==> src/rtl/debounce_bank.sv <==
// Bank of independent input debouncers.
// Each channel synchronises its raw input, requires STABLE_CYCLES consecutive
// disagreeing samples before the registered level flips, and emits one-cycle
// rise/fall pulses. An optional hold timer pulses long_press once per high period.
module debounce_bank #(
  parameter int unsigned CHANNELS      = 8,
  parameter int unsigned SYNC_STAGES   = 2,
  parameter int unsigned STABLE_CYCLES = 32,
  parameter int unsigned LONG_CYCLES   = 0
) (
  input  logic                clk,
  input  logic                rst,
  input  logic [CHANNELS-1:0] in,
  output logic [CHANNELS-1:0] out,
  output logic [CHANNELS-1:0] rise,
  output logic [CHANNELS-1:0] fall,
  output logic [CHANNELS-1:0] long_press
);

  localparam int unsigned CntW =
      ($clog2(STABLE_CYCLES + 1) > 0) ? $clog2(STABLE_CYCLES + 1) : 1;
  localparam logic [CntW-1:0] CntLast = CntW'(STABLE_CYCLES - 1);

  logic [SYNC_STAGES-1:0][CHANNELS-1:0] sync_q;
  logic [CHANNELS-1:0]                  sync_w;
  logic [CHANNELS-1:0][CntW-1:0]        cnt_q, cnt_d;
  logic [CHANNELS-1:0]                  out_q, out_d;
  logic [CHANNELS-1:0]                  rise_q, rise_d;
  logic [CHANNELS-1:0]                  fall_q, fall_d;

  // Synchroniser chain: stage 0 samples the raw input, last stage feeds the filter.
  always_ff @(posedge clk) begin
    if (rst) begin
      sync_q <= '0;
    end else begin
      sync_q[0] <= in;
      for (int s = 1; s < SYNC_STAGES; s++) begin
        sync_q[s] <= sync_q[s-1];
      end
    end
  end

  assign sync_w = sync_q[SYNC_STAGES-1];

  // Stability filter: any agreeing sample restarts the count; the last
  // disagreeing sample flips the level. Edge pulses derive from the flip.
  always_comb begin
    cnt_d = cnt_q;
    out_d = out_q;
    for (int i = 0; i < CHANNELS; i++) begin
      if (sync_w[i] == out_q[i]) begin
        cnt_d[i] = '0;
      end else if (cnt_q[i] == CntLast) begin
        out_d[i] = sync_w[i];
        cnt_d[i] = '0;
      end else begin
        cnt_d[i] = cnt_q[i] + CntW'(1);
      end
    end
    rise_d = out_d & ~out_q;
    fall_d = ~out_d & out_q;
  end

  // Filter state and registered outputs; reset wins over a pending flip.
  always_ff @(posedge clk) begin
    if (rst) begin
      cnt_q  <= '0;
      out_q  <= '0;
      rise_q <= '0;
      fall_q <= '0;
    end else begin
      cnt_q  <= cnt_d;
      out_q  <= out_d;
      rise_q <= rise_d;
      fall_q <= fall_d;
    end
  end

  assign out  = out_q;
  assign rise = rise_q;
  assign fall = fall_q;

  if (LONG_CYCLES > 0) begin : g_long
    localparam int unsigned HoldW = $clog2(LONG_CYCLES + 1);
    localparam logic [HoldW-1:0] HoldMax  = HoldW'(LONG_CYCLES);
    localparam logic [HoldW-1:0] HoldLast = HoldW'(LONG_CYCLES - 1);

    logic [CHANNELS-1:0][HoldW-1:0] hold_q, hold_d;
    logic [CHANNELS-1:0]            lp_q, lp_d;

    // Hold timer: counts edges spent high, saturating so the pulse fires once.
    // A falling edge on the same cycle as expiry suppresses the pulse.
    always_comb begin
      hold_d = hold_q;
      lp_d   = '0;
      for (int i = 0; i < CHANNELS; i++) begin
        if (!out_q[i]) begin
          hold_d[i] = '0;
        end else if (hold_q[i] != HoldMax) begin
          hold_d[i] = hold_q[i] + HoldW'(1);
        end
        lp_d[i] = out_q[i] & out_d[i] & (hold_q[i] == HoldLast);
      end
    end

    // Hold timer state and long-press pulse register.
    always_ff @(posedge clk) begin
      if (rst) begin
        hold_q <= '0;
        lp_q   <= '0;
      end else begin
        hold_q <= hold_d;
        lp_q   <= lp_d;
      end
    end

    assign long_press = lp_q;
  end else begin : g_no_long
    assign long_press = '0;
  end

endmodule

==> config.mk <==
export PLATFORM = sky130hd
export DESIGN_NAME = debounce_bank
export DESIGN_NICKNAME = d
export VERILOG_FILES = /design/src/rtl/debounce_bank.sv
export SDC_FILE = /design/constraint.sdc
export NUM_CORES = 1
export LEC_CHECK = 0
export CORE_MARGIN = 4
export CORE_UTILIZATION = 54
export CTS_CLUSTER_SIZE = 25
export DETAILED_ROUTE_END_ITERATION = 6
export PLACE_DENSITY = 0.75
export RECOVER_POWER = 25
export SETUP_SLACK_MARGIN = 0.15
export SYNTH_ARGS = -nofsm -noshare
export SYNTH_HDL_FRONTEND = slang
export SYNTH_SLANG_ARGS = --single-unit
==> constraint.sdc <==
create_clock -name clk -period 1.59 [get_ports clk]
set_input_delay 0.3975 -clock clk [delete_from_list [all_inputs] [get_ports clk]]
set_output_delay 0.3975 -clock clk [all_outputs]
set_load 0.1 [all_outputs]
==> results of run 1 <==
[metal layers]
| metal | wire, µm | vias up |
|---|---|---|
| li1 | - | 1214 |
| met1 | 2590 | 1086 |
| met2 | 2700 | 38 |
| met3 | 234 | 9 |
| met4 | 93 | 0 |
| met5 | 0 | - |
[final timing paths]
path               endpoint  slack, ns  depth (start not counted)
setup / recovery  cnt_q[11]       0.20                          4
hold / removal    cnt_q[42]       0.43                          1
setup reg to reg  cnt_q[11]       0.20                          4
hold reg to reg   cnt_q[42]       0.43                          1
[logic make-up after synthesis]
group                    synth area share
AO/OA/AOI/OAI                      0.0760
XOR/XNOR                           0.0772
adder cells (fa/ha/maj)            0.0304
buffers and inverters              0.0448
flip-flops                          0.535
other                             0.00114
AND/OR/NAND/NOR                     0.235
[cell usage in the layout (no fill, tap or decap), drive strengths merged, types with 2 or more instances in the layout]
cell	Yosys	layout
and2	2	2
or2	4	4
nor3	14	14
inv	11	11
or3	10	10
clkbuf	4	15
o21ai	13	13
a21oi	16	16
and3	3	3
xnor2	11	11
nor2b	18	18
a21o	3	3
nor3b	2	2
a21bo	3	3
nand2	20	20
nor4	4	4
ha	8	8
or4	2	2
buf	13	26
clkdlybuf4s50	0	9
o211ai	5	5
conb	1	8
xor2	18	18
nand2b	10	10
dfxtp	88	88
nand3	19	19
and4b	2	2
nor2	35	35
bufinv	0	3
[stage by stage]
stage	std cells	total power, mW	utilization
2_1_floorplan	350	2.44	-
3_3_place_gp	447	2.47	0.664
3_5_place_dp	447	2.48	0.664
4_1_cts	463	4.35	0.707
5_1_grt	463	4.46	0.708
6_report	463	4.31	0.708
[where the power goes]
part / switching (mW) / internal (mW) / leakage, nW
Combinational: 0.132 / 0.0470 / 0.667
Clock: 0.760 / 1.13 / 0.126
Sequential: 0.0135 / 2.23 / 0.718
[worst max-delay path, stage by stage (launching register included)]
cell,delay (ns)
dfxtp_2,0.34
ha_1,0.22
and3_4,0.21
a221o_2,0.44
a21oi_2,0.11
[layout make-up]
class,count,area share
timing repair buffer,39,0.143
inverter,11,0.00985
tap,75,0.0224
clock inverter,5,0.0245
multi-input combinational,234,0.341
clock buffer,11,0.0361
sequential,88,0.423
[registers in the layout (all words and copies together) (netlist names)]
| register | flops |
|---|---|
| cnt_q | 48 |
| rise | 8 |
| fall | 8 |
| sync_w | 8 |
| sync_q | 8 |
| out | 8 |
[cell usage after synthesis, types with 4 or more instances]
master,number,share of area
dfxtp_1,88,0.54
nor2_1,34,0.039
nand2_1,20,0.023
nand3_1,19,0.029
nor2b_1,18,0.034
xor2_1,18,0.048
a21oi_1,15,0.023
nor3_1,14,0.021
o21ai_0,13,0.020
inv_1,11,0.013
xnor2_1,11,0.029
or3_1,10,0.019
nand2b_1,9,0.017
buf_4,8,0.018
ha_1,8,0.030
o211ai_1,5,0.011
or2_2,4,0.0076
==> run summary, run 1 <==
period utilisation layout: 0.877
CTS buffer count: 9
FMAX: 717 MHz
clock root buffer: clkbuf_8
Synth Warn #: 0
Leakage: 1.51 nW
postcts setup bufs: 0
wire length per cell: 12.1 µm
EDFF count, synth: 0
GR Util met1: 0.197
area of the core: 5920 µm²
design area: 4190 µm²
CP endpoint kind: flip-flop
global-route wire length before repair: 9670 µm
fin. max-slew vios: 0
n_diodes: 0
Pwr Density: 1030 nW/µm²
Required @ worst endpoint: 1.88 ns
DIE AREA: 7410 µm²
critical path launch point: cnt_q[6]
met2 usage: 0.272
H-tree levels: 3
io pins: 42
largest net degree at the start of global routing: 15
gpl congestion: 0.794
RSZ-0062 raised after global routing: no
layout overhead on the synthesized area: 27.4%
Max IR drop VDD: 0.000621 V
footprint of the multi-input gates: 1430 µm²
critical path arrival: 1.68 ns
CTS tree: yes
async set or reset register ratio after synthesis: 0
via-per-instance ratio: 5.07
Fin. Hold Viols: 0
DRT antenna net count: 0
Finish-stage setup viols: 0
# fillers: 453
number of synthesized register bits: 88
Synth cell types: 39
status: complete, no violations
latest clock arrival within the worst-skew pair: 0.35 ns
GRT Overall Usage: 0.165
Main synth FF type: dfxtp_1
fraction of layout cells with a size suffix above 1: 0.178
Register Area: 1770 µm²
vias in the first global route: 2222
Tmin final: 1.39 ns
WS Path Type: flip-flop to flip-flop
startpoint class of the critical path: flip-flop
Place WS: -0.0927 ns
Clock Skew: 0.00712 ns
final-stage net count: 401
gr busiest metal: met2
WHS: 0.428 ns
initial antenna violation count: 0
hpwl dp: 4060 µm
Seq/Total Area, Yosys: 0.535
DR pass1 iterations: 4
Syn Area/Cell: 9.60 µm²
Die Ht: 86.1 µm
chip width: 86.1 µm
total grt overflow: 0
row count: 28
setup ws final: 0.196 ns
Post-route DRC: 0
CP max FO: 5
Netlist Area Pre-Place: 3290 µm²
I/O Buffers: 33
min-delay src: cnt_q[42]
Initial Util: 0.556
CTS clk-pin slew, worst paths: 0.08 ns
max-cap viol count: 0
CTS Sinks: 88
Synth Instances: 343
total number of vias: 2347
clk buf depth: 2
Reg-to-Reg Start: cnt_q[6]
Hold Path Class: flip-flop to flip-flop
DRT Wirelength: 5620 µm
CTS Hold Bufs: 0
met3 usage: 0.0509
initial DRC count: 89
Final TNS setup: 0 ns
Post-DP Area: 3930 µm²
post_cts resized: 0
(Power assumes the default switching activity.)
==> inputs of run 2 (changes only) <==
- RECOVER_POWER: 25 -> default
==> run summary, run 2 (synthesis results as in run 1) <==
clock share of power: 0.438 (about the same)
Clock Skew: 0.00737 ns (was 0.00712 ns)
Fin. Hold Viols: 0 (unchanged)
area of the core: 5920 µm² (unchanged)
Required @ worst endpoint: 1.88 ns (about the same)
Cell Count, Final, Fillers Out: 463 (unchanged)
Hold Path Class: flip-flop to flip-flop (unchanged)
setup slack, reg-to-reg: 0.20 ns (about the same)
DRT antenna net count: 0 (unchanged)
# fillers: 448 (was 453)
footprint of the multi-input gates: 1430 µm² (about the same)
Combinational Power Share: 0.043 (was 0.042)
DIE AREA: 7410 µm² (unchanged)
fin. max-slew vios: 0 (unchanged)
crit path to: cnt_q[11] (unchanged)
wire length per cell: 12.2 µm (was 12.1 µm)
H-tree levels: 3 (unchanged)
Final Util: 0.711 (was 0.708)
Worst R2R End: cnt_q[11] (unchanged)
latest clock arrival within the worst-skew pair: 0.35 ns (about the same)
gpl congestion: 0.794 (unchanged)
RSZ-0062 raised after global routing: no (unchanged)
period utilisation layout: 0.877 (about the same)
Placed Cells: 447 (unchanged)
FMAX: 717 MHz (about the same)
GRT Overall Usage: 0.165 (unchanged)
WS Path Type: flip-flop to flip-flop (unchanged)
n_diodes: 0 (unchanged)
CTS tree: yes (unchanged)
I/O Buffers: 33 (unchanged)
total grt overflow: 0 (unchanged)
WHS: 0.428 ns (about the same)
CP max FO: 5 (unchanged)
global-route wire length before repair: 9670 µm (unchanged)
Pwr Density: 1020 nW/µm² (was 1030 nW/µm²)
CTS Sinks: 88 (unchanged)
hpwl dp: 4060 µm (unchanged)
layout overhead on the synthesized area: 27.9% (was 27.4%)
CP endpoint kind: flip-flop (unchanged)
Max IR drop VDD: 0.000621 V (about the same)
min-delay src: cnt_q[6] (was cnt_q[42])
Die Ht: 86.1 µm (unchanged)
commonest non-fill, non-tap cell in the layout: dfxtp_1 (unchanged)
Register Area: 1770 µm² (unchanged)
initial DRC count: 92 (was 89)
startpoint class of the critical path: flip-flop (unchanged)
Sequential Power Share: 0.520 (about the same)
CTS buffer count: 9 (unchanged)
max reg flops: 48 (unchanged)
internal power: 3.40 mW (about the same)
clock root buffer: clkbuf_8 (unchanged)
total number of vias: 2344 (was 2347)
DR pass1 iterations: 4 (unchanged)
postcts setup bufs: 0 (unchanged)
Post-route DRC: 0 (unchanged)
cells on worst reg2reg path: 4 (unchanged)
DRT Wirelength: 5630 µm (was 5620 µm)
via-per-instance ratio: 5.06 (was 5.07)
io pins: 42 (unchanged)
critical path arrival: 1.68 ns (about the same)
Final TNS setup: 0 ns (unchanged)
final-stage net count: 401 (unchanged)
chip width: 86.1 µm (unchanged)
commonest non-fill, non-tap cells in the layout: dfxtp_1, nor2_1, buf_12 (unchanged)
clk buf depth: 2 (unchanged)
Finish-stage setup viols: 0 (unchanged)
critical path launch point: cnt_q[6] (unchanged)
CTS clk-pin slew, worst paths: 0.08 ns (about the same)
fraction of layout cells with a size suffix above 1: 0.191 (was 0.178)
largest net degree at the start of global routing: 15 (unchanged)
Leakage: 1.52 nW (was 1.51 nW)
Net Sw Frac: 0.210 (about the same)
Tmin final: 1.39 ns (about the same)
initial antenna violation count: 0 (unchanged)
Sw Pwr: 0.906 mW (was 0.905 mW)
Initial Util: 0.556 (unchanged)
max-cap viol count: 0 (unchanged)
status: complete, no violations (unchanged)
row count: 28 (unchanged)
vias in the first global route: 2222 (unchanged)
Reg-to-Reg Start: cnt_q[6] (unchanged)
Top reg by flops: cnt_q (unchanged)
## run 2: changes by cell type in the layout (fill, tap and decap cells not counted), sizes merged
cell	change
buf	+4
clkbuf	-4
## run 2: stage by stage
step / power, mW / setup slack (ns) / instance area [µm²]
floorplan: 2.44 / 0.235 / 3330
global placement: 2.47 / -0.0164 / 3930
detailed placement: 2.48 / -0.0927 / 3930
CTS: 4.35 / 0.190 / 4190
global route: 4.46 / 0.150 / 4210
finish: 4.31 / 0.196 / 4210
## run 2: power groups by stage
| stage | registers, mW | logic [mW] | clock network, mW |
|---|---|---|---|
| finish | 2.24 | 0.184 | 1.89 |
| global route | 2.24 | 0.197 | 2.02 |
| CTS | 2.24 | 0.184 | 1.93 |
| detailed placement | 2.29 | 0.183 | 0 |
| global placement | 2.29 | 0.181 | 0 |
| floorplan | 2.29 | 0.156 | 0 |
## run 2: timing repair
action / in CTS / in global routing
hold buffers: 0 / 0
gates resized for setup: 0 / 9
setup endpoints to repair: 0 / 14
## run 2: worst min-delay path by stage
stage	endpoint	slack (ns)	cells past startpoint
finish	cnt_q[6]	0.43	1
global route	cnt_q[42]	0.45	1
CTS	sync_w[7]	0.44	1
detailed placement	sync_w[7]	0.42	1
global placement	sync_w[3]	0.42	1
floorplan	sync_w[0]	0.41	1
## run 2: per-layer routing
layer / share of wire / vias to the layer above / GRT usage
li1: - / 1213 / -
met4: 0.017 / 0 / 0.0734
met1: 0.46 / 1086 / 0.197
met3: 0.041 / 9 / 0.0509
met2: 0.48 / 36 / 0.272
met5: 0 / - / 0
## run 2: layout make-up
class | instances | area share
sequential | 88 | 0.421
multi-input combinational | 234 | 0.340
timing repair buffer | 39 | 0.146
clock buffer | 11 | 0.0360
clock inverter | 5 | 0.0244
tap | 75 | 0.0223
inverter | 11 | 0.00981
## run 2: worst max-delay path, cell delays in order, from the launching register on
cell	delay [ns]
dfxtp_2	0.34
ha_1	0.22
and3_4	0.21
a221o_2	0.44
a21oi_2	0.11
